$ cat config.mk
export PLATFORM = sky130hd
export DESIGN_NAME = onehot_dispatch
export DESIGN_NICKNAME = d
export VERILOG_FILES = /design/src/rtl/onehot_dispatch.sv
export SDC_FILE = /design/constraint.sdc
export NUM_CORES = 1
export LEC_CHECK = 0
export BUFFER_PORTS_ARGS = -buffer_cell sky130_fd_sc_hd__clkbuf_2
export CAP_MARGIN = 20
export CORE_MARGIN = 4
export CORE_UTILIZATION = 55
export DETAILED_ROUTE_END_ITERATION = 12
export MAX_ROUTING_LAYER = met4
export PLACE_DENSITY = 0.77
export SETUP_SLACK_MARGIN = 0.1
export SLEW_MARGIN = 20
export SYNTH_ARGS = -nofsm -noshare
export SYNTH_HDL_FRONTEND = slang
export SYNTH_SLANG_ARGS = --single-unit
$ cat constraint.sdc
create_clock -name clk -period 3.9 [get_ports clk]
set_input_delay 0.585 -clock clk [delete_from_list [all_inputs] [get_ports clk]]
set_output_delay 0.585 -clock clk [all_outputs]
set_load 0.005 [all_outputs]
$ cat src/rtl/onehot_dispatch.sv
// Handshaked address-to-select dispatcher: decodes a request into a registered
// one-hot or all-ones select, holds it until acknowledged, and can sweep upward.
module onehot_dispatch #(
  parameter int ADDR_W = 4,
  parameter int N_OUT  = 12,
  parameter int BASE   = 1
) (
  input  logic              clk,
  input  logic              rst_n,
  input  logic              req_valid,
  output logic              req_ready,
  input  logic [ADDR_W-1:0] req_addr,
  input  logic [1:0]        req_mode,
  output logic [N_OUT-1:0]  out_sel,
  output logic              out_valid,
  input  logic              out_ack,
  output logic              err,
  output logic              done
);

  typedef enum logic {S_IDLE = 1'b0, S_ACTIVE = 1'b1} state_t;

  localparam int               IDX_W     = ADDR_W + 1;
  localparam logic [1:0]       M_SINGLE  = 2'b00;
  localparam logic [1:0]       M_BCAST   = 2'b01;
  localparam logic [1:0]       M_SWEEP   = 2'b10;
  localparam logic [IDX_W-1:0] BASE_X    = IDX_W'(BASE);
  localparam logic [IDX_W-1:0] LAST_X    = IDX_W'(N_OUT - 1);
  localparam logic [N_OUT-1:0] SEL_FIRST = {1'b1, {(N_OUT-1){1'b0}}};

  state_t           r_state;
  logic [IDX_W-1:0] r_idx;
  logic [1:0]       r_mode;
  logic [N_OUT-1:0] r_sel;
  logic             r_valid;
  logic             r_err;
  logic             r_done;

  logic [IDX_W-1:0] w_addr_x;
  logic [IDX_W-1:0] w_idx;
  logic             w_addr_ok;
  logic             w_accept;
  logic             w_start;
  logic             w_reject;
  logic [N_OUT-1:0] w_onehot;

  // Extra headroom bit keeps addresses below BASE from wrapping into range.
  assign w_addr_x  = {1'b0, req_addr};
  assign w_idx     = w_addr_x - BASE_X;
  assign w_addr_ok = (w_addr_x >= BASE_X) && (w_idx <= LAST_X);
  assign w_accept  = req_valid && (r_state == S_IDLE);
  assign w_start   = w_accept &&
                     ((req_mode == M_BCAST) ||
                      (((req_mode == M_SINGLE) || (req_mode == M_SWEEP)) && w_addr_ok));
  assign w_reject  = w_accept && !w_start;
  assign w_onehot  = SEL_FIRST >> w_idx;

  always_ff @(posedge clk or negedge rst_n) begin
    if (!rst_n) begin
      r_state <= S_IDLE;
      r_idx   <= '0;
      r_mode  <= '0;
      r_sel   <= '0;
      r_valid <= 1'b0;
      r_err   <= 1'b0;
      r_done  <= 1'b0;
    end else begin
      r_err  <= 1'b0;
      r_done <= 1'b0;
      case (r_state)
        S_IDLE: begin
          if (w_start) begin
            r_state <= S_ACTIVE;
            r_idx   <= w_idx;
            r_mode  <= req_mode;
            r_valid <= 1'b1;
            r_sel   <= (req_mode == M_BCAST) ? '1 : w_onehot;
          end else if (w_reject) begin
            r_err <= 1'b1;
          end
        end
        S_ACTIVE: begin
          // A sweep advances one destination per ack; anything else finishes.
          if (out_ack) begin
            if ((r_mode == M_SWEEP) && (r_idx != LAST_X)) begin
              r_idx <= r_idx + 1'b1;
              r_sel <= r_sel >> 1;
            end else begin
              r_state <= S_IDLE;
              r_idx   <= '0;
              r_mode  <= '0;
              r_sel   <= '0;
              r_valid <= 1'b0;
              r_done  <= 1'b1;
            end
          end
        end
        default: r_state <= S_IDLE;
      endcase
    end
  end

  assign req_ready = (r_state == S_IDLE);
  assign out_sel   = r_sel;
  assign out_valid = r_valid;
  assign err       = r_err;
  assign done      = r_done;

endmodule

Word-level counts from Yosys, hierarchy flattened
Index checks and enable logic that the tools add are counted.
{ "word_totals": {"out_inout_bits": 16, "regBits": 23, "latchBits": 0, "mem_bits_ro": 0, "ram_bits": 0, "inputBits": 10, "elab_cells": 59, "n_memories": 0} }
{ "op_classes": {"multipliers": 0, "n_reduce_logical": 12, "eq_ne": 7, "muxes": 27, "bitwise": 1, "add_sub_neg": 2, "div_mod_pow": 0, "n_lt_le_gt_ge": 2, "shifts": 1} }
{ "op_table": {"columns": ["op", "n"], "rows": [
  ["two-way mux 12 bit", 3],
  ["case mux 12 bit (2 select lines)", 1],
  ["two-way mux 5 bit", 3],
  ["two-way mux 1 bit", 12],
  ["right shift 12 x 5 -> 12 bit, first input constant", 1],
  ["two-way mux 11 bit", 1],
  ["case mux 5 bit (2 select lines)", 1],
  ["logical AND 1 bit", 6],
  ["two-way mux 2 bit", 3],
  ["adder 5 x 1 -> 5 bit, second input constant", 1],
  ["<= comparator 5 x 4 -> 1 bit, second input constant", 1],
  ["!= test 5 x 4 -> 1 bit, second input constant", 1],
  ["subtractor 4 x 1 -> 5 bit, second input constant", 1],
  ["equality test 2 bit, second input constant", 2],
  ["greater-or-equal comparator 4 x 1 -> 1 bit, second input constant", 1],
  ["!= test 2 bit, second input constant", 2],
  ["case mux 1 bit (2 select lines)", 2],
  ["case mux 2 bit (2 select lines)", 1],
  ["AND reduction 3 bit", 1],
  ["equality test 2 x 1 -> 1 bit, second input constant", 1],
  ["logical NOT 2 bit", 1],
  ["logical OR 1 bit", 2],
  ["!= test 2 x 1 -> 1 bit, second input constant", 1],
  ["AND reduction 2 bit", 1],
  ["2 further kinds", 2]
]} }

Depth between registers and ports, before layout
{ "depth": {"word_depth": 11, "mapped_depth": 10, "ltp_nobuf": 8} }

Least setup slack after synthesis
OpenSTA, ideal clock, no wires.
{ "synth_timing": {"path_type": "input -> register", "startpoint": "in req_addr[0]", "endpoint": "reg r_sel[10] (netlist: out_sel[10])", "arrival_ps": 2295, "required_time_ps": 3775, "cell_stages": 10, "path_buffers": 2, "setup_slack_ps": 1480, "setup_ps": 125, "path_cell_list": "inv_1 > ha_1 > buf_2 > xor2_1 > o2bb2ai_1 > nor3_1 > a21oi_2 > nor2_2 > buf_6 > mux2_4"} }
{ "synth_via": {"elab_chain_len": 8, "elab_cells_between_ends": 13, "classes_between": "add/sub: 1; order compare: 2; eq/ne: 1; shift: 1; mux: 3; reduce/logical: 5"} }
{ "synth_rtl": {"columns": ["element", "line_no", "rtl"], "rows": [
  ["from (decl)", "12", "input logic [ADDR_W-1:0] req_addr,"],
  ["subtractor 4 x 1 -> 5 bit", "49", "assign w_idx = w_addr_x - BASE_X;"],
  ["<= comparator 5 x 4 -> 1 bit", "50", "assign w_addr_ok = (w_addr_x >= BASE_X) && (w_idx <= LAST_X);"],
  ["logical AND 1 bit", "50", null],
  ["logical AND 1 bit", "54", "(((req_mode == M_SINGLE) || (req_mode == M_SWEEP)) && w_addr_ok));"],
  ["logical OR 1 bit", "53", "((req_mode == M_BCAST) ||"],
  ["logical AND 1 bit", "52", "assign w_start = w_accept &&"],
  ["!= test 2 x 1 -> 1 bit (no line)", null, null],
  ["AND reduction 2 bit (no line)", null, null],
  ["to (signal assigned)", "77", "r_sel <= (req_mode == M_BCAST) ? '1 : w_onehot;"],
  ["to (signal assigned)", "87", "r_sel <= r_sel >> 1;"],
  ["to (decl)", "34", "logic [N_OUT-1:0] r_sel;"]
]} }
Several ways; a longest one is shown, not always the timed one. The select of a mux whose other input is x is not followed.
A chain may end at the register's enable or synchronous reset.

Worst setup path after layout
{ "layout_timing": {"startpoint": "in req_addr[0]", "endpoint": "reg r_sel[3] (netlist: out_sel[3])"} }
The elaborated chain is that of the path after synthesis.

==> flow_metrics.env <==
export IMPL_status="completed"
export IMPL_period_share=0.729
export IMPL_period_minus_slack_ns=2.84
export IMPL_rows=18
export IMPL_grt_pass1_vias=1181
export IMPL_hp_class="in2async"
export IMPL_startpoint_type="primary input"
export IMPL_synth_xor_area_frac=0.0119
export IMPL_grt_pass1_wl_mm=5.37
export IMPL_cts_sinks=23
export IMPL_tightest_slew_ns=0.805
export IMPL_crit_buf_inv=2
export IMPL_synth_net_count=180
export IMPL_finClkSkew_ns=0.00790
export IMPL_yosys_register_bits=23
export IMPL_cap_violations=0
export IMPL_synth_top_family_by_area="compound AO/OA/AOI/OAI gates"
export IMPL_ys_types=33
export IMPL_peakVddDrop_v=0.000411
export IMPL_clk_latency_ns=0.32
export IMPL_cts_clk_slew_worst_paths_ns=0.13
export IMPL_via_per_inst=5.96
export IMPL_area_growth_pct=11.3
export IMPL_synth_area_leaders="dfrtp_1 39%, a21oi_1 6.1%, mux2_4 6.1%"
export IMPL_synth_edff_count=0
export IMPL_drcViolationCount=0
export IMPL_port_buffers=25
export IMPL_synth_area_leader_cell="dfrtp_1"
export IMPL_dp_hpwl_mm=2.53
export IMPL_synth_fa_ha_area_frac=0.0508
export IMPL_async_flop_share=1.00
export IMPL_max_slew_margin=0.463
export IMPL_end_kind="flop"
export IMPL_die_y_um=59.8
export IMPL_path_cells="clkbuf_2 -> inv_1 -> ha_1 -> xor2_1 -> o2bb2ai_1 -> nor3_1 -> a21oi_2 -> nor2_2 -> mux2_1"
export IMPL_start_util=0.586
export IMPL_cts_buffers=3
export IMPL_cellPowerDensity_mw_per_mm2=566
export IMPL_dr_pass1_iters=4
export IMPL_cts_htree_levels=1
export IMPL_grt_setup_unrepaired="no"
export IMPL_yosys_warnings=0
export IMPL_ant_nets=0
export IMPL_cp_data_required_time_ns=4.11
export IMPL_synth_compound_area_frac=0.206
export IMPL_syn_inst=164
export IMPL_post_route_util=0.652
export IMPL_hold_violations=0
export IMPL_synth_area_per_cell_um2=9.01
export IMPL_diodes=0
export IMPL_synthMuxAreaShare=0.120
export IMPL_instances_no_fill=217
export IMPL_p_sw_frac=0.393
export IMPL_drt_total_wl_mm=3.43
export IMPL_fin_setup_tns_ns=0
export IMPL_ys_flop_type="dfrtp_1"
export IMPL_pin_count=26
export IMPL_cpLargestDelayFamily="simple AND/OR/NAND/NOR gates"
export IMPL_fmax_mhz=352
export IMPL_comb_power_share=0.412
export IMPL_cts_tree="done"
export IMPL_place_congestion=0.924
export IMPL_cts_setup_buffers=0
export IMPL_finalSetupViolations=0
export IMPL_p_clk_frac=0.120
export IMPL_crit_fanout=14
export IMPL_cts_buffer_depth=2
export IMPL_cts_resized=0
export IMPL_grt_overflow=0
export IMPL_power_switching_mw=0.366
export IMPL_holdBufCountCts=0
export IMPL_power_frac_seq=0.468
export IMPL_dieArea_mm2=0.00358
export IMPL_die_w_um=59.8
export IMPL_synth_seq_area_share=0.390
export IMPL_route_vias_total=1293
export IMPL_netlist_area_mm2=0.00148
export IMPL_antenna_found_initial=0
export IMPL_internal_power_mw=0.565
export IMPL_grt_max_degree=26
export IMPL_worstSetupPathType="in2reg"
export IMPL_worstPathArrival_ns=3.05
export IMPL_synth_simple_area_share=0.169
export IMPL_globalRouteTotalUtil=0.207
export IMPL_p_leak_nw=0.778
export IMPL_synth_top_area_share=0.390
export IMPL_dp_cells=213
export IMPL_post_drt_wl_per_cell_um=15.8
export IMPL_critical_path_slowest_cell="nor2_2"
export IMPL_first_iter_violations=49
export IMPL_drive_gt1_frac=0.219
export IMPL_core_area_mm2=0.00252
export IMPL_report_final_slew_viol_count=0
export IMPL_nets=204
export IMPL_root_buffer="clkbuf_4"
export IMPL_cpPeakStageDelay_ns=0.67
kinds of logic (layout without fill, tap and decap cells):
family,count (synthesis),in the layout
AO/OA/AOI/OAI,48,48
XOR/XNOR,2,2
adder cells (fa/ha/maj),6,6
buffers and inverters,18,41
flip-flops,23,23
multiplexers,14,14
AND/OR/NAND/NOR,53,53
final timing paths:
kind | cells past startpoint | slack (ns) | start | to
worst min-delay path | 1 | 0.23 | rst_n | done
min in group clk | 3 | 0.49 | req_mode[1] | r_mode[1]
max in group asynchronous | 1 | 3.28 | rst_n | out_sel[8]
worst max-delay path | 9 | 1.06 | req_addr[0] | out_sel[3]
worst max register to register | 5 | 1.48 | r_state | out_sel[3]
worst min register to register | 2 | 0.54 | out_sel[0] | out_sel[0]
power groups by stage:
stage | Clock, mW | Combinational [mW] | Sequential, mW
4_1_cts | 0.112 | 0.386 | 0.434
6_report | 0.112 | 0.384 | 0.436
2_1_floorplan | 0 | 0.264 | 0.408
3_5_place_dp | 0 | 0.384 | 0.440
5_1_grt | 0.123 | 0.425 | 0.450
3_3_place_gp | 0 | 0.373 | 0.432
synth_stat cells, types with 3 or more instances:
master and count:
a21oi_1 18, clkbuf_1 6, dfrtp_1 23, ha_1 6, inv_1 9, mux2_1 6
mux2_4 6, nand2_1 16, nand2b_1 4, nand3_1 11, nor2_1 10, nor3_1 6
o21ai_0 13, o2bb2ai_1 3
routing by layer:
layer | wire length [µm] | GRT usage
met1 | 1610 | 0.268
met2 | 1570 | 0.306
met5 | 0 | -
met4 | 61 | 0.0918
met3 | 184 | 0.0475
state kept, by name, indices dropped and copies added (netlist names):
signal	flops
out_valid	1
r_mode	2
err	1
out_sel	12
r_idx	5
r_state	1
done	1
metrics by stage:
| stage | power [mW] | setup slack, ns | cell area, µm² | hold WS (ns) |
|---|---|---|---|---|
| floorplan | 0.673 | 1.48 | 1480 | 0.289 |
| global route | 0.998 | 0.789 | 1650 | 0.261 |
| CTS | 0.933 | 1.08 | 1650 | 0.256 |
| finish | 0.931 | 1.06 | 1650 | 0.234 |
| global placement | 0.805 | 0.819 | 1620 | 0.500 |
| detailed placement | 0.825 | 0.727 | 1620 | 0.516 |
final cells by class:
cell class,count,area [µm²]
Clock buffer,4,26.3
Fill cell,224,877
Timing Repair Buffer,28,148
Tap cell,30,37.5
Sequential cell,23,576
Inverter,9,33.8
Multi-Input combinational cell,123,825
layout by cell type, fill, tap and decap left out, types with 2 or more instances in the layout:
master,instances
mux2_1,6
o21ai_0,13
clkbuf_2,25
o22ai_1,2
nand2b_1,4
o21ai_1,2
a21oi_1,18
ha_1,6
xor2_1,2
nand3_1,11
inv_1,9
o2bb2ai_1,3
nand2_1,16
mux2_4,6
o221ai_1,2
mux2i_1,2
nor2_1,10
nor2b_1,2
nor3_1,6
clkbuf_4,3
o31ai_1,2
buf_4,3
dfrtp_1,23
No activity file was read; power rests on OpenSTA's default activity.
